`config.mk`:
```
export PLATFORM = sky130hd
export DESIGN_NAME = sha256_stream_core
export DESIGN_NICKNAME = d
export VERILOG_FILES = /design/src/rtl/sha256_stream_core.sv
export SDC_FILE = /design/constraint.sdc
export NUM_CORES = 2
export LEC_CHECK = 0
export ABC_AREA = 1
export ABC_CLOCK_PERIOD_IN_PS = 43200
export BUFFER_PORTS_ARGS = -buffer_cell sky130_fd_sc_hd__buf_4
export CAP_MARGIN = 0
export CORE_MARGIN = 2
export CORE_UTILIZATION = 50
export DETAILED_ROUTE_END_ITERATION = 8
export PLACE_DENSITY = 0.72
export SLEW_MARGIN = 40
export SYNTH_ARGS = -nofsm -noshare
export SYNTH_HDL_FRONTEND = slang
export SYNTH_SLANG_ARGS = --single-unit
export TNS_END_PERCENT = 100
```
`constraint.sdc`:
```
create_clock -name clk -period 43.2 [get_ports clk]
set_clock_uncertainty 0.15 [all_clocks]
set_input_delay 8.64 -clock clk [delete_from_list [all_inputs] [get_ports clk]]
set_output_delay 8.64 -clock clk [all_outputs]
set_load 0.05 [all_outputs]
```
`src/rtl/sha256_stream_core.sv`:
```
// rtl/sha256_stream_core.sv - SHA-256 compression core accepting padded 512-bit blocks
module sha256_stream_core #(
    parameter int ROUNDS_PER_CYCLE = 1
) (
    input  logic         clk,
    input  logic         reset,
    input  logic         blk_valid,
    output logic         blk_ready,
    input  logic [511:0] blk_data,
    input  logic         blk_first,
    input  logic         blk_last,
    output logic         digest_valid,
    input  logic         digest_ready,
    output logic [255:0] digest,
    output logic         busy
);

    generate
        if (!(ROUNDS_PER_CYCLE == 1 || ROUNDS_PER_CYCLE == 2 ||
              ROUNDS_PER_CYCLE == 4 || ROUNDS_PER_CYCLE == 8)) begin : g_bad_rounds
            $error("sha256_stream_core: ROUNDS_PER_CYCLE must be 1, 2, 4 or 8");
        end
    endgenerate

    localparam logic [31:0] IV [8] = '{
        32'h6a09e667, 32'hbb67ae85, 32'h3c6ef372, 32'ha54ff53a,
        32'h510e527f, 32'h9b05688c, 32'h1f83d9ab, 32'h5be0cd19};

    localparam logic [31:0] K [64] = '{
        32'h428a2f98, 32'h71374491, 32'hb5c0fbcf, 32'he9b5dba5, 32'h3956c25b, 32'h59f111f1, 32'h923f82a4, 32'hab1c5ed5,
        32'hd807aa98, 32'h12835b01, 32'h243185be, 32'h550c7dc3, 32'h72be5d74, 32'h80deb1fe, 32'h9bdc06a7, 32'hc19bf174,
        32'he49b69c1, 32'hefbe4786, 32'h0fc19dc6, 32'h240ca1cc, 32'h2de92c6f, 32'h4a7484aa, 32'h5cb0a9dc, 32'h76f988da,
        32'h983e5152, 32'ha831c66d, 32'hb00327c8, 32'hbf597fc7, 32'hc6e00bf3, 32'hd5a79147, 32'h06ca6351, 32'h14292967,
        32'h27b70a85, 32'h2e1b2138, 32'h4d2c6dfc, 32'h53380d13, 32'h650a7354, 32'h766a0abb, 32'h81c2c92e, 32'h92722c85,
        32'ha2bfe8a1, 32'ha81a664b, 32'hc24b8b70, 32'hc76c51a3, 32'hd192e819, 32'hd6990624, 32'hf40e3585, 32'h106aa070,
        32'h19a4c116, 32'h1e376c08, 32'h2748774c, 32'h34b0bcb5, 32'h391c0cb3, 32'h4ed8aa4a, 32'h5b9cca4f, 32'h682e6ff3,
        32'h748f82ee, 32'h78a5636f, 32'h84c87814, 32'h8cc70208, 32'h90befffa, 32'ha4506ceb, 32'hbef9a3f7, 32'hc67178f2};

    typedef enum logic [1:0] {IDLE, ROUND, UPDATE, DONE} state_t;

    state_t      state, state_next;
    logic [31:0] hv [8];
    logic [31:0] wv [8];
    logic [31:0] win [16];
    logic [31:0] wv_next [8];
    logic [31:0] win_next [16];
    logic [31:0] h_sum [8];
    logic [255:0] h_sum_flat;
    logic [31:0] t1, t2, w_new;
    logic [5:0]  rnd;
    logic        last_q;

    function automatic logic [31:0] rotr(input logic [31:0] x, input int n);
        return (x >> n) | (x << (32 - n));
    endfunction

    function automatic logic [31:0] big_s0(input logic [31:0] x);
        return rotr(x, 2) ^ rotr(x, 13) ^ rotr(x, 22);
    endfunction

    function automatic logic [31:0] big_s1(input logic [31:0] x);
        return rotr(x, 6) ^ rotr(x, 11) ^ rotr(x, 25);
    endfunction

    function automatic logic [31:0] small_s0(input logic [31:0] x);
        return rotr(x, 7) ^ rotr(x, 18) ^ (x >> 3);
    endfunction

    function automatic logic [31:0] small_s1(input logic [31:0] x);
        return rotr(x, 17) ^ rotr(x, 19) ^ (x >> 10);
    endfunction

    // Unrolled rounds; win[0] always holds W[t] for the round about to run.
    always_comb begin
        wv_next = wv;
        win_next = win;
        t1 = '0;
        t2 = '0;
        w_new = '0;
        for (int i = 0; i < ROUNDS_PER_CYCLE; i++) begin
            t1 = wv_next[7] + big_s1(wv_next[4])
               + ((wv_next[4] & wv_next[5]) ^ (~wv_next[4] & wv_next[6]))
               + K[rnd + 6'(i)] + win_next[0];
            t2 = big_s0(wv_next[0])
               + ((wv_next[0] & wv_next[1]) ^ (wv_next[0] & wv_next[2]) ^ (wv_next[1] & wv_next[2]));
            w_new = small_s1(win_next[14]) + win_next[9] + small_s0(win_next[1]) + win_next[0];
            wv_next[7] = wv_next[6];
            wv_next[6] = wv_next[5];
            wv_next[5] = wv_next[4];
            wv_next[4] = wv_next[3] + t1;
            wv_next[3] = wv_next[2];
            wv_next[2] = wv_next[1];
            wv_next[1] = wv_next[0];
            wv_next[0] = t1 + t2;
            for (int j = 0; j < 15; j++) begin
                win_next[j] = win_next[j + 1];
            end
            win_next[15] = w_new;
        end
    end

    always_comb begin
        h_sum_flat = '0;
        for (int i = 0; i < 8; i++) begin
            h_sum[i] = hv[i] + wv[i];
            h_sum_flat[255 - 32 * i -: 32] = h_sum[i];
        end
    end

    always_ff @(posedge clk) begin
        if (reset) begin
            state <= IDLE;
        end else begin
            state <= state_next;
        end
    end

    always_comb begin
        state_next = state;
        blk_ready = 1'b0;
        digest_valid = 1'b0;
        busy = 1'b1;
        case (state)
            IDLE: begin
                blk_ready = 1'b1;
                busy = 1'b0;
                if (blk_valid) state_next = ROUND;
            end
            ROUND: begin
                if (rnd == 6'(64 - ROUNDS_PER_CYCLE)) state_next = UPDATE;
            end
            UPDATE: begin
                state_next = last_q ? DONE : IDLE;
            end
            DONE: begin
                digest_valid = 1'b1;
                if (digest_ready) state_next = IDLE;
            end
            default: state_next = IDLE;
        endcase
    end

    always_ff @(posedge clk) begin
        if (reset) begin
            hv <= IV;
            digest <= '0;
            rnd <= '0;
            last_q <= 1'b0;
        end else begin
            case (state)
                IDLE: begin
                    if (blk_valid) begin
                        last_q <= blk_last;
                        rnd <= '0;
                        for (int i = 0; i < 16; i++) begin
                            win[i] <= blk_data[511 - 32 * i -: 32];
                        end
                        // A new message drops whatever chain was in progress.
                        if (blk_first) begin
                            hv <= IV;
                            wv <= IV;
                        end else begin
                            wv <= hv;
                        end
                    end
                end
                ROUND: begin
                    wv <= wv_next;
                    win <= win_next;
                    rnd <= rnd + 6'(ROUNDS_PER_CYCLE);
                end
                UPDATE: begin
                    hv <= h_sum;
                    if (last_q) digest <= h_sum_flat;
                end
                DONE: begin
                    if (digest_ready) hv <= IV;
                end
                default: ;
            endcase
        end
    end

endmodule

```
==> run summary <==
status: finished, final reports clean
CTS buffer count: 147
DP Wirelength: 276 mm
Avg Synthesized Cell Area: 7.64 µm²
Via-to-Cell Ratio: 5.86
top-area cell type share of the netlist area: 0.265
clock latency at the later pin of the worst-skew pair: 820 ps
post-synth top area cell: edfxtp_1
CP Max Fanout: 114
Final setup viols: 0
Die W: 421 µm
RSZ-0062 raised after global routing: false
CTS tree: done
DRT iter0 DRCs: 10.6k
Ys Warns: 0
fillers: 16.2k
clock edge transition at the registers on the reported setup and hold paths: 60 ps
CP Capture Type: flop
largest family of logic cells by synthesized area: simple AND/OR/NAND/NOR gates
root buf cell: clkbuf_16
relative slew slack: 0.352
worst-margin pin slew: 965 ps
gpl congestion: 1.01
chip height: 421 µm
Finished Core Util: 0.572
Compound-Gate Fraction of Synth Area: 0.170
Core Box Area: 173000 µm²
Post-Synthesis Cells: 11.4k
Die ar.: 177000 µm²
Seq/Total Area, Yosys: 0.385
Max Buffers Root-to-Sink: 3
top cells by area in the synthesized netlist: edfxtp_1 27%, nand2_1 14%, dfxtp_1 12%
Post-Syn Nets: 12.5k
Adder-Cell Fraction of Synth Area: 0.102
total setup buffers inserted after CTS: 0
IO Count: 777
Cell Area, Synth: 87000 µm²
Setup TNS Final: 0 ps
CTS H-tree lvls: 4
initial core utilization: 0.502
PortBufs: 776
Post-synth EDFFs: 768
largest net degree at the start of global routing: 204
post-synthesis simple-gate area fraction: 0.216
Congestion Overflow GR: 0
final hold viol count: 0
startpoint types: primary input
minimum clock period: 14020 ps
hold slack: 322 ps
Placement Rows: 153
HP Class: reg -> reg
Total Wirelength: 361 mm
fin area: 99300 µm²
synth cell count leaders: 3296 x nand2_1, 1285 x inv_1, 968 x o21ai_0
XOR/XNOR share of the synthesized area: 0.0429
Max Cap Violations: 0
drt pass-1 iters: 6
# hold bufs at CTS: 0
Synth Flop Type: edfxtp_1
critical path required time: 43480 ps
CP arrival: 14300 ps
layout cells sized above 1: 0.102
FMAX: 71.3 MHz
nets: 13.0k
Vias: 84.0k
top-count cell post-synth: nand2_1
fin crit share: 0.325
post_cts resized: 0
first-pass GRT wire length: 521 mm
Routed Antenna Nets: 0
Clock Sink Count: 1289
mux contribution to synthesized area: 0.000345
Post-synth ARST share: 0
max-slew violation count: 0
WL per Instance: 25.2 µm
DRC: 0
dpl cell area: 94200 µm²
CP Class: in -> reg
initial antenna violation count: 30
flip-flop and latch count after synthesis: 1289
vias in the first global route: 78.7k
gr usage total: 0.393
Synth cell types: 72
P&R area growth vs syn: 14.1%
## path summary, 6_finish.rpt
check                               start                 endpoint  slack, ps  depth (start not counted)
setup / recovery                blk_valid        win[96]$_DFFE_PP_      29180                         15
hold / removal    digest[33]$_SDFFE_PP0P_  digest[33]$_SDFFE_PP0P_        320                          2
setup reg to reg      rnd[0]$_SDFFE_PP0P_        wv[248]$_DFFE_PP_      34400                         36
hold reg to reg   digest[33]$_SDFFE_PP0P_  digest[33]$_SDFFE_PP0P_        320                          2
## worst max-delay path, stage by stage
cell     delay (ps)
buf_4            80
inv_1            40
nor2_1          150
inv_1           180
nand2_1         150
inv_1           160
nor2_4          450
buf_16          230
buf_6           570
buf_12          450
buf_16          420
buf_4           690
buf_12          410
buf_16          430
buf_6           680
## flip-flops by register name, summed over array words and instances (netlist names)
name    flops
digest    256
hv        256
last_q      1
rnd         6
state       2
win       512
wv        256
## stage by stage
stage	instances	setup WS, ps
after floorplan	11400	292
after global placement	14000	28160
after detailed placement	14000	28540
after CTS	14300	29410
after global routing	14300	29000
final	14300	29180
## cell families (layout without fill, tap and decap cells)
family	after synthesis	in the layout
fa+ha+maj	593	593
mux	3	3
other cells	0	18
compound gates	2599	2599
xor+xnor	426	426
buf+inv	1823	2418
simple gates	4652	4652
flops	1289	1289
## cells in the final DEF, fill, tap and decap left out, drive strengths merged, types with 12 or more instances in the layout
cell type / count
edfxtp: 768
nor4: 20
nor3: 108
nand3: 511
nor2: 567
or2: 52
xor2: 252
nand3b: 23
clkinv: 44
o31ai: 18
xnor2: 174
o21ai: 1032
nand2: 3314
o221ai: 28
a21oi: 882
o21a: 57
nand4: 50
a21boi: 26
o311ai: 13
a21o: 64
a31oi: 157
a211oi: 12
dfxtp: 521
o21bai: 192
buf: 845
clkbuf: 202
diode: 18
fa: 197
ha: 395
o211ai: 73
inv: 1310
## area by class of cell
| class | instances | area [µm²] | area share |
|---|---|---|---|
| inverters | 1298 | 4920 | 0.0496 |
| well taps | 2325 | 2910 | 0.0293 |
| clock buffers | 202 | 4160 | 0.0419 |
| multi-input cells | 8273 | 46300 | 0.467 |
| diodes | 18 | 45.0 | 0.000454 |
| repair buffers | 845 | 6690 | 0.0674 |
| clock inverters | 73 | 688 | 0.00693 |
| flip-flops and latches | 1289 | 33500 | 0.337 |
## routing by layer
| metal | global-route usage | share of wire | up-vias |
|---|---|---|---|
| met4 | 0.214 | 0.063 | 16 |
| met1 | 0.527 | 0.40 | 39900 |
| li1 | - | - | 38700 |
| met5 | 0 | 0.00026 | - |
| met3 | 0.0823 | 0.099 | 934 |
| met2 | 0.595 | 0.44 | 4469 |
Power is not shown: default switching activity piles up to over one toggle a cycle in this logic, so the estimate is an artifact.
